[config.mk]
export PLATFORM = sky130hd
export DESIGN_NAME = ex_mem_stage
export DESIGN_NICKNAME = d
export VERILOG_FILES = /design/src/rtl/ex_mem_stage.sv
export SDC_FILE = /design/constraint.sdc
export NUM_CORES = 1
export LEC_CHECK = 0
export ABC_AREA = 1
export BUFFER_PORTS_ARGS = -buffer_cell sky130_fd_sc_hd__buf_2
export CORE_UTILIZATION = 45
export CTS_CLUSTER_SIZE = 8
export DETAILED_ROUTE_END_ITERATION = 7
export HOLD_SLACK_MARGIN = 0.05
export PLACE_DENSITY_LB_ADDON = 0.25
export SLEW_MARGIN = 25
export SYNTH_ARGS = -nofsm -noshare
export SYNTH_HDL_FRONTEND = slang
export SYNTH_SLANG_ARGS = --single-unit
[constraint.sdc]
create_clock -name clk -period 3.1 [get_ports clk]
set_clock_uncertainty 0.2 [all_clocks]
set_input_delay 0.31 -clock clk [delete_from_list [all_inputs] [get_ports clk]]
set_output_delay 0.31 -clock clk [all_outputs]
set_load 0.01 [all_outputs]
[src/rtl/ex_mem_stage.sv]
// EX/MEM pipeline register: 2-entry valid/ready skid buffer carrying ALU results
// and control, turning signed add/sub overflow into a precise trap with EPC capture.
module ex_mem_stage #(
  parameter int CNT_W = 16
) (
  input  logic             clk,
  input  logic             rst,
  input  logic             flush,
  input  logic             in_valid,
  output logic             in_ready,
  input  logic [31:0]      alu_result,
  input  logic             alu_zero,
  input  logic             alu_overflow,
  input  logic [2:0]       alu_ctr,
  input  logic [31:0]      store_data,
  input  logic [4:0]       rd,
  input  logic             reg_write,
  input  logic             mem_read,
  input  logic             mem_write,
  input  logic [31:0]      pc,
  output logic             out_valid,
  input  logic             out_ready,
  output logic [31:0]      out_result,
  output logic [31:0]      out_store_data,
  output logic [31:0]      out_pc,
  output logic             out_zero,
  output logic             out_reg_write,
  output logic             out_mem_read,
  output logic             out_mem_write,
  output logic             out_trap,
  output logic [4:0]       out_rd,
  output logic [31:0]      epc,
  output logic             epc_valid,
  input  logic             exc_clr,
  output logic [CNT_W-1:0] ovf_count
);

  typedef struct packed {
    logic [31:0] result;
    logic        zero;
    logic [31:0] store_data;
    logic [4:0]  rd;
    logic        reg_write;
    logic        mem_read;
    logic        mem_write;
    logic        trap;
    logic [31:0] pc;
  } entry_t;

  typedef enum logic [1:0] {EMPTY, ONE, TWO} state_t;

  state_t           state_q, state_d;
  entry_t           main_q, main_d, skid_q, skid_d, in_entry;
  logic             in_ready_q, in_ready_d, out_valid_q, out_valid_d;
  logic [31:0]      epc_q, epc_d;
  logic             epc_valid_q, epc_valid_d;
  logic [CNT_W-1:0] cnt_q, cnt_d;
  logic             accept, pop, trap_cond, trap_acc;

  // Only signed add/sub trap; unsigned and compare ops ignore the ALU flag.
  always_comb begin
    accept    = in_valid & in_ready_q;
    pop       = out_valid_q & out_ready;
    trap_cond = alu_overflow & ((alu_ctr == 3'b001) | (alu_ctr == 3'b101));
    trap_acc  = accept & trap_cond & ~flush;
    in_entry            = '0;
    in_entry.result     = alu_result;
    in_entry.zero       = alu_zero;
    in_entry.store_data = store_data;
    in_entry.rd         = rd;
    in_entry.reg_write  = reg_write & ~trap_cond;
    in_entry.mem_read   = mem_read & ~trap_cond;
    in_entry.mem_write  = mem_write & ~trap_cond;
    in_entry.trap       = trap_cond;
    in_entry.pc         = pc;
  end

  always_ff @(posedge clk) begin
    if (rst) begin
      state_q     <= EMPTY;
      main_q      <= '0;
      skid_q      <= '0;
      in_ready_q  <= 1'b1;
      out_valid_q <= 1'b0;
      epc_q       <= '0;
      epc_valid_q <= 1'b0;
      cnt_q       <= '0;
    end else begin
      state_q     <= state_d;
      main_q      <= main_d;
      skid_q      <= skid_d;
      in_ready_q  <= in_ready_d;
      out_valid_q <= out_valid_d;
      epc_q       <= epc_d;
      epc_valid_q <= epc_valid_d;
      cnt_q       <= cnt_d;
    end
  end

  always_comb begin
    state_d = state_q;
    main_d  = main_q;
    skid_d  = skid_q;
    if (flush) begin
      state_d = EMPTY;
    end else begin
      unique case (state_q)
        EMPTY: if (accept) begin
          state_d = ONE;
          main_d  = in_entry;
        end
        ONE: begin
          if (accept && !pop) begin
            state_d = TWO;
            skid_d  = in_entry;
          end else if (accept && pop) begin
            main_d  = in_entry;
          end else if (pop) begin
            state_d = EMPTY;
          end
        end
        TWO: if (pop) begin
          state_d = ONE;
          main_d  = skid_q;
        end
        default: state_d = EMPTY;
      endcase
    end
    in_ready_d  = (state_d != TWO);
    out_valid_d = (state_d != EMPTY);

    // A capture in the same cycle as an acknowledge wins over the clear.
    epc_d       = epc_q;
    epc_valid_d = epc_valid_q;
    if (trap_acc && (!epc_valid_q || exc_clr)) begin
      epc_d       = pc;
      epc_valid_d = 1'b1;
    end else if (exc_clr) begin
      epc_valid_d = 1'b0;
    end

    cnt_d = cnt_q;
    if (trap_acc && (cnt_q != {CNT_W{1'b1}})) cnt_d = cnt_q + CNT_W'(1);
  end

  always_comb begin
    in_ready       = in_ready_q;
    out_valid      = out_valid_q;
    out_result     = main_q.result;
    out_zero       = main_q.zero;
    out_store_data = main_q.store_data;
    out_rd         = main_q.rd;
    out_reg_write  = main_q.reg_write;
    out_mem_read   = main_q.mem_read;
    out_mem_write  = main_q.mem_write;
    out_trap       = main_q.trap;
    out_pc         = main_q.pc;
    epc            = epc_q;
    epc_valid      = epc_valid_q;
    ovf_count      = cnt_q;
  end

endmodule

==> impl_metrics.toml, run 1 <==
[placement]
placed_cells = 1917
gp_congestion = 0.826
port_buffers = 270
dp_slack_ns = 0.933
hpwlAfterDp_um = 17600

[logic_synthesis]
synth_seq_cells = 265
synthCells = 1419
syn_avg_cell_area_um2 = 7.58
ys_warn_count = 0
synth_nets = 1535
synthFlopType = "dfxtp_1"
synth_edf_count = 0
synth.distinct_cells = 27
syn-cell-area_um2 = 10800
synth.yosys.seq_area_share_pct = 49.3
synthArstFlopShare_pct = 0

[floorplanning]
num_rows = 56
fp.dieH_um = 157
die_width_um = 157
dieArea_um2 = 24500
boundaryPins = 272
initial_utilization_pct = 45.9
core_um2 = 23500

[cells_and_area]
fin_nets = 1861
area_growth_pct = 32.3
instances_no_fill = 2065
multiInputGateArea_um2 = 4650
fillers = 2117
regArea_um2 = 5310
drive_above_1_share_pct = 19.6
antenna_cells = 0

[critical_path]
worstPathBufferInverterCount = 3
rrSetupSlack_ns = 0.89
slowest_delay_ns = 0.55
crit_fanout = 159
crit_family = "buffers and inverters"
endpoint_kind = "flop"
path_cells = "dlygate4sd3_1, buf_2, a21oi_1, nand2_1, nor2_4, buf_12, nand3_1, o211a_1"
cp.required_ns = 3.29
cpMaxStageDelayCell = "dlygate4sd3_1"
cp-start-kind = "primary input"
worst-setup-path-type = "in2reg"
arrival_ns = 2.51

[clock_tree]
clockBufferDepth = 3
cts_root_buf = "clkbuf_16"
h-tree-depth = 2
cts.clk_slew.worst_paths_ns = 0.05
cts_tree = "built"
clkLatencyLatePin_ns = 0.50
cts.sinks = 265
post_cts_resized = 0
cts_buffers = 39

[drt]
wl_per_cell_um = 14.6
ant_nets = 0
vias = 10687
vias_per_cell = 5.18
dr.pass1.iters = 5
drc = 0
initialDrtViolationCount = 613
totalWireLength_um = 30100

[status]
status = "completed"

[power]
peakVddDrop_mv = 0.362
p_sw_share_pct = 23.6
internal-power_mw = 6.13
cellPowerDensity_nw_per_um2 = 564
clockPowerShare_pct = 44.7
pwr-share-comb_pct = 10.0
power.total_mw = 8.02
leakagePower_nw = 6.73
pwr-share-seq_pct = 45.3
p_switching_mw = 1.89

[timing]
fmax_mhz = 431
min_period_ns = 2.32
finalHoldViolCount = 0
finalMaxSlewViolations = 0
worst_slack_ns = 0.779
setup_viol = 0
worst_slew_pin_slew_ns = 0.756
relSlewSlack_pct = 49.6
period_share_pct = 74.9
setup-tns-final_ns = 0
rsz0062_at_grt = "false"

[global_routing]
grt_pass1_wl_um = 47700
grt_remaining_overflow = 0
track_usage_pct = 23.8
antenna_found_initial = 0
grt_max_degree = 160
grt_pass1_vias = 9726

[run]
drv_cap = 0

[hold_path]
hp-class = "in2reg"
worst paths after layout:
kind,cells after the start,start,endpoint
max,8,flush,out_pc[0]$_SDFFE_PP0P_
min reg2reg,2,skid_q[46]$_SDFFE_PP0P_,skid_q[46]$_SDFFE_PP0P_
min,4,out_ready,state_q[1]$_SDFF_PP0_
max reg2reg,7,in_ready$_SDFF_PP1_,out_pc[0]$_SDFFE_PP0P_
final cells by class:
cell class	count	share of cell area [%]
clock buffer	40	6.88
tap	319	2.80
inverter	70	1.92
clock inverter	2	0.123
sequential	265	37.3
multi-input combinational	978	32.7
timing repair buffer	391	18.4
cell usage after synthesis (2+ instances only):
cell	n	area, um^2
nand2_1	248	931
nand2_2	2	12.5
xor2_1	4	35.0
o21ai_0	201	1010
nor2_2	2	12.5
a211oi_1	2	15.0
nor2_1	233	875
dfxtp_1	265	5310
o211ai_1	3	22.5
a21oi_1	101	505
nand3_1	106	531
o21ai_1	5	25.0
nor2_4	2	22.5
buf_2	28	140
buf_4	14	105
clkbuf_1	55	206
nand4_1	7	43.8
buf_6	9	101
inv_2	5	18.8
inv_1	65	244
nor3_1	4	20.0
o211a_1	53	531
cells in the final DEF, fill, tap and decap left out, types with 2 or more instances in the layout:
cell             n
buf_2          270
dfxtp_1        265
nand2_1        248
nor2_1         232
o21ai_0        201
nand3_1        106
dlygate4sd3_1  106
a21oi_1        101
inv_1           63
o211a_1         53
clkbuf_16       39
buf_4            8
nand4_1          7
buf_12           7
o21ai_1          5
inv_2            4
nor3_1           4
xor2_1           4
nor2_4           3
o211ai_1         3
inv_6            2
inv_4            2
nand2_2          2
nor2_2           2
a211oi_1         2
through the flow:
step	instance area, um^2	util, %	hold slack (ns)
floorplan	10800	-	0.225
global placement	12200	51.9	0.232
detailed placement	12200	51.9	0.237
CTS	14200	60.7	0.0555
global route	14200	60.7	0.120
finish	14200	60.7	0.0832
worst min-delay path, stage by stage:
cell,delay [ns]
buf_2,0.10
nand2_1,0.08
o21ai_1,0.13
nor3_1,0.10
kinds of logic (layout without fill, tap and decap cells):
family,Yosys count,after routing,synth area share (%)
xor gates and xnor gates,5,5,0.407
DFF,265,265,49.3
AOI/OAI and AO/OA,365,365,19.6
and+or+nand+nor,607,607,23.1
adders and majority gates,1,1,0.116
buffers and inverters,176,503,7.58
flip-flops by register name (all words and copies together), names as in the netlist, 2 cells and up:
signal,flops
epc,32
out_pc,32
out_rd,5
out_result,32
out_store_data,32
ovf_count,16
skid_q,106
state_q,2
power groups by stage:
stage               clock network, mW  logic, mW  registers [mW]
global placement                    0      0.680            3.69
CTS                              3.67      0.801            3.63
detailed placement                  0      0.691            3.69
floorplan                           0      0.344            3.74
finish                           3.59      0.801            3.63
global route                     3.80      0.883            3.64
metal layers:
layer / global-route usage (%) / part of all wire (%) / up-vias
li1: - / - / 5322
met5: 0 / 0 / -
met4: 8.73 / 2.8 / 0
met2: 39.1 / 47 / 332
met1: 30.8 / 44 / 4971
met3: 4.60 / 5.9 / 62
timing repair:
action,CTS,global route
setup buffers,0,0
hold endpoints to repair,243,0
hold buffers,106,0
Power figures use the tool's default switching activity.
==> inputs of run 2 (changes only) <==
ABC_AREA = 0   (was 1)
clock period = 2.3 ns   (was 3.1 ns; I/O delays follow)
==> impl_metrics.toml, run 2 <==
[status]
status = "completed"

[drt]
drc = 0
totalWireLength_um = 29600
vias = 10125
ant_nets = 0
dr.pass1.iters = 5
initialDrtViolationCount = 596
vias_per_cell = 5.29
wl_per_cell_um = 15.5

[cells_and_area]
antenna_cells = 0
post-route-cell-area_um2 = 14100
final_common_cell = "nand2_1"
layout_common_cells = "425 x nand2_1, 269 x buf_2, 265 x dfxtp_1, 144 x nor2_1, 120 x a21oi_1"
fin_util_pct = 62.7
largest_reg_flops = 106
fin_nets = 1741
area_growth_pct = 36.7
regMostFlops = "skid_q"
fillers = 1944
drive_above_1_share_pct = 21.6

[timing]
finalHoldViolCount = 0
relSlewSlack_pct = 57.8
min_period_ns = 2.14
worst_slew_pin_slew_ns = 0.633
period_share_pct = 92.9
worst_slack_ns = 0.163
finalMaxSlewViolations = 0
setup-tns-final_ns = 0
setup_viol = 0
fmax_mhz = 468
rsz0062_at_grt = "false"

[power]
cellPowerDensity_nw_per_um2 = 775
clockPowerShare_pct = 45.2
peakVddDrop_mv = 0.507
p_sw_share_pct = 23.8
pwr-share-seq_pct = 44.5
p_switching_mw = 2.61
pwr-share-comb_pct = 10.3
power.total_mw = 11.0
leakagePower_nw = 5.77
internal-power_mw = 8.36

[global_routing]
track_usage_pct = 24.2
use_met2_pct = 41.7
grt-busiest-layer = "met2"
met1_usage_pct = 29.5
grt_remaining_overflow = 0
grtUsageMet3_pct = 5.83
grt_pass1_wl_um = 47300
grt_pass1_vias = 9555
grt_max_degree = 107
antenna_found_initial = 0

[clock_tree]
cts_buffers = 39
h-tree-depth = 2
cts_tree = "built"
cts.clk_slew.worst_paths_ns = 0.05
clockBufferDepth = 3
clkLatencyLatePin_ns = 0.51
cts.sinks = 265
cts_root_buf = "clkbuf_16"

[critical_path]
arrival_ns = 2.32
endpoint_kind = "flop"
cp.required_ns = 2.48
crit_fanout = 14
rrSetupSlack_ns = 0.23
slowest_delay_ns = 0.55
reg2regPathDepth = 4
worst-setup-path-type = "in2reg"
cpMaxStageDelayCell = "dlygate4sd3_1"
cp-start-kind = "primary input"
crit_family = "simple AND/OR/NAND/NOR gates"
worstPathBufferInverterCount = 2
path_cells = "dlygate4sd3_1, buf_2, and3b_1, nand2_1, nor4_1, mux2_2"
r2r-end = "ovf_count[13]$_SDFFE_PP0P_"
timing.rr.start = "in_ready$_SDFF_PP1_"

[logic_synthesis]
synth.distinct_cells = 42
synth_top_cells_by_area = "dfxtp_1 51%, nand2_1 15%, a311oi_1 8.9%"
yosysTopAreaCell = "dfxtp_1"
synth_top_area_share_pct = 51.3
synthArstFlopShare_pct = 0
synthFlopType = "dfxtp_1"
syn_avg_cell_area_um2 = 8.09
synth_seq_cells = 265
synth.yosys.seq_area_share_pct = 51.3
ys_warn_count = 0
synth.most_common_cell = "nand2_1"
syn-cell-area_um2 = 10300
synth_nets = 1395
synthCells = 1279
yosys-top-cells-count = "425 x nand2_1, 265 x dfxtp_1, 144 x nor2_1"
synth_edf_count = 0

[floorplanning]
boundaryPins = 272
initial_utilization_pct = 45.8
dieArea_um2 = 23600
num_rows = 55
die_width_um = 154
fp.dieH_um = 154
core_um2 = 22600

[hold_path]
hold_end = "epc[2]$_SDFFE_PP0P_"
min_from = "rst"
hp-class = "in2reg"
hold_depth = 2

[placement]
postPlaceCellArea_um2 = 12000
port_buffers = 270
gp_congestion = 0.845
hpwlAfterDp_um = 17200
dp_slack_ns = 0.163

[run]
drv_cap = 0
-- run 2: worst max-delay path by stage --
stage,from,to,slack [ns],cells past startpoint
floorplan,ovf_count[0]$_SDFFE_PP0P_,ovf_count[14]$_SDFFE_PP0P_,0.35,5
global placement,flush,ovf_count[13]$_SDFFE_PP0P_,0.27,5
detailed placement,state_q[0]$_SDFF_PP0_,out_store_data[7]$_SDFFE_PP0P_,0.16,6
CTS,state_q[0]$_SDFF_PP0_,out_store_data[7]$_SDFFE_PP0P_,0.14,6
global route,flush,ovf_count[13]$_SDFFE_PP0P_,0.06,6
finish,flush,ovf_count[13]$_SDFFE_PP0P_,0.16,6
-- run 2: cells by family after synthesis --
| family | after synthesis | share of synthesized area, % |
|---|---|---|
| xor gates and xnor gates | 1 | 0.0846 |
| AOI/OAI and AO/OA | 249 | 16.5 |
| muxes | 33 | 3.20 |
| adders and majority gates | 1 | 0.121 |
| and+or+nand+nor | 621 | 24.2 |
| buffers and inverters | 109 | 4.72 |
| DFF | 265 | 51.3 |
-- run 2: through the flow --
stage | hold slack [ns] | std cells
2_1_floorplan | 0.166 | 1279
3_3_place_gp | 0.242 | 1755
3_5_place_dp | 0.247 | 1755
4_1_cts | 0.0564 | 1910
5_1_grt | 0.0975 | 1913
6_report | 0.0553 | 1913
-- run 2: final cells by class --
| class | count | area (um^2) | area share [%] |
|---|---|---|---|
| sequential | 265 | 5310 | 37.5 |
| multi-input combinational | 905 | 4580 | 32.4 |
| timing repair buffer | 411 | 2860 | 20.2 |
| clock buffer | 41 | 1000 | 7.10 |
| tap | 285 | 357 | 2.52 |
| clock inverter | 3 | 33.8 | 0.239 |
| inverter | 3 | 11.3 | 0.0796 |
-- run 2: what timing repair did --
action	4_1_cts	5_1_grt
endpoints found under the hold margin	247	0
setup endpoints to repair	0	3
hold buffers	111	0
gates resized for setup	0	1
buffers inserted	0	2
-- run 2: worst reg2reg max path, cell delays in order (launching register included) --
cell,delay (ns)
dfxtp_1,0.38
and3b_1,0.31
nand2_1,0.29
nor4_1,0.40
mux2_2,0.37
-- run 2: layer usage --
metal | up-vias | routed length (um) | share of wire, %
li1 | 5053 | - | -
met1 | 4689 | 12500 | 42
met2 | 320 | 14200 | 48
met3 | 63 | 2130 | 7.2
met4 | 0 | 782 | 2.6
met5 | - | 0 | 0
-- run 2: power by group through the flow --
stage	Clock, mW	Combinational [mW]	Sequential (mW)
6_report	4.96	1.13	4.88
5_1_grt	5.24	1.24	4.90
4_1_cts	5.05	1.11	4.88
3_5_place_dp	0	0.960	4.97
3_3_place_gp	0	0.951	4.96
2_1_floorplan	0	0.460	5.04
==> inputs of run 3 (changes only) <==
CORE_UTILIZATION = 50   (was 45)
==> impl_metrics.toml, run 3 (same netlist as run 2, synthesis figures left out) <==
[status]
status = "completed"

[timing]
worst_slack_ns = 0.119
worst_slew_pin_slew_ns = 0.509
min_period_ns = 2.18
relSlewSlack_pct = 66.0
fmax_mhz = 458
rsz0062_at_grt = "false"
setup_viol = 0
whs_ns = 0.0778
finalHoldViolCount = 0
finalMaxSlewViolations = 0
period_share_pct = 94.8
setup-tns-final_ns = 0

[drt]
top_layer = "met4"
initialDrtViolationCount = 581
ant_nets = 0
wl_met2_um = 15100
vias = 10246
vias_per_cell = 5.41
drc = 0
m1WireLength_um = 12300
wl_met3_um = 2200
wl_per_cell_um = 16.1
dr.pass1.iters = 4
totalWireLength_um = 30600

[critical_path]
endpoint_kind = "flop"
arrival_ns = 2.32
cp.required_ns = 2.44
worst-setup-path-type = "reg2reg"
cp-start-kind = "flop"
reg2regPathDepth = 5
crit_fanout = 57

[global_routing]
grt_pass1_vias = 9833
track_usage_pct = 27.6
grt_pass1_wl_um = 48500
grt_remaining_overflow = 0
antenna_found_initial = 1
grt_max_degree = 115

[power]
leakagePower_nw = 5.75
cellPowerDensity_nw_per_um2 = 779
peakVddDrop_mv = 0.657

[cells_and_area]
regArea_um2 = 5310
final_common_cell = "nand2_1"
layout_common_cells = "425 x nand2_1, 269 x buf_2, 265 x dfxtp_1, 144 x nor2_1, 120 x a21oi_1"
fillers = 1599
multiInputGateArea_um2 = 4580
regMostFlops = "skid_q"
area_growth_pct = 36.2
fin_nets = 1738
drive_above_1_share_pct = 21.4
largest_reg_flops = 106

[clock_tree]
cts.sinks = 265
cts_buffers = 39
clockBufferDepth = 3
cts.clk_slew.worst_paths_ns = 0.05
cts_tree = "built"
h-tree-depth = 2
cts_root_buf = "clkbuf_16"
clkLatencyLatePin_ns = 0.49

[placement]
dp_slack_ns = 0.204
port_buffers = 270
gp_congestion = 0.861
hpwlAfterDp_um = 17000

[floorplanning]
fp.dieH_um = 146
num_rows = 52
boundaryPins = 272
initial_utilization_pct = 51.1
dieArea_um2 = 21300
core_um2 = 20200
die_width_um = 146

[run]
drv_cap = 0

[hold_path]
hold_depth = 4
hp-class = "in2reg"
==> run 3: changes by cell type in the layout (fill, tap and decap cells not counted), sizes merged <==
cell,delta
diode,+1
clkbuf,+1
clkinv,-1
buf,-3
inv,-1
==> run 3: area by class of cell <==
| cell class | instances | area share (%) |
|---|---|---|
| flip-flops and latches | 265 | 37.6 |
| well taps | 270 | 2.40 |
| clock inverters | 1 | 0.0621 |
| repair buffers | 408 | 20.0 |
| inverters | 3 | 0.0799 |
| diodes | 1 | 0.0178 |
| multi-input cells | 905 | 32.5 |
| clock buffers | 42 | 7.30 |
==> run 3: final timing paths <==
| kind | to | slack, ns | from |
|---|---|---|---|
| setup / recovery | out_result[17]$_SDFFE_PP0P_ | 0.12 | state_q[1]$_SDFF_PP0_ |
| hold reg to reg | skid_q[102]$_SDFFE_PP0P_ | 0.25 | skid_q[102]$_SDFFE_PP0P_ |
| hold / removal | skid_q[32]$_SDFFE_PP0P_ | 0.08 | alu_overflow |
| setup reg to reg | out_result[17]$_SDFFE_PP0P_ | 0.12 | state_q[1]$_SDFF_PP0_ |
==> run 3: power by group <==
part / internal, mW / switching [mW]
Sequential: 4.79 / 0.0941
Clock: 3.11 / 1.86
Combinational: 0.507 / 0.622
Total: 8.40 / 2.58
==> run 3: repair_timing <==
action	4_1_cts	5_1_grt
setup buffers	0	1
endpoints found under the hold margin	247	0
resized for setup	0	1
hold buffers	111	0
setup endpoints to repair	0	2
==> run 3: layer usage <==
| layer | track usage [%] | vias to the layer above |
|---|---|---|
| met5 | 0 | - |
| met4 | 11.6 | 0 |
| met3 | 6.93 | 71 |
| met2 | 47.2 | 337 |
| met1 | 33.0 | 4799 |
| li1 | - | 5039 |
==> run 3: worst max-delay path, cell delays in order (launching register included) <==
cell and delay (ns):
dfxtp_1 0.38, nand3b_1 0.24, a211oi_4 0.36, buf_4 0.20, buf_6 0.42, a311oi_1 0.20
==> run 3: per-stage QoR <==
| step | instance area (um^2) | util [%] | total power, mW | std cells |
|---|---|---|---|---|
| final | 14100 | 69.7 | 11.0 | 1895 |
| after global routing | 14100 | 69.7 | 11.4 | 1895 |
| after CTS | 14100 | 69.5 | 11.0 | 1892 |
| after detailed placement | 11900 | 58.9 | 5.92 | 1738 |
| after global placement | 11900 | 58.9 | 5.90 | 1738 |
| after floorplan | 10300 | - | 5.50 | 1279 |
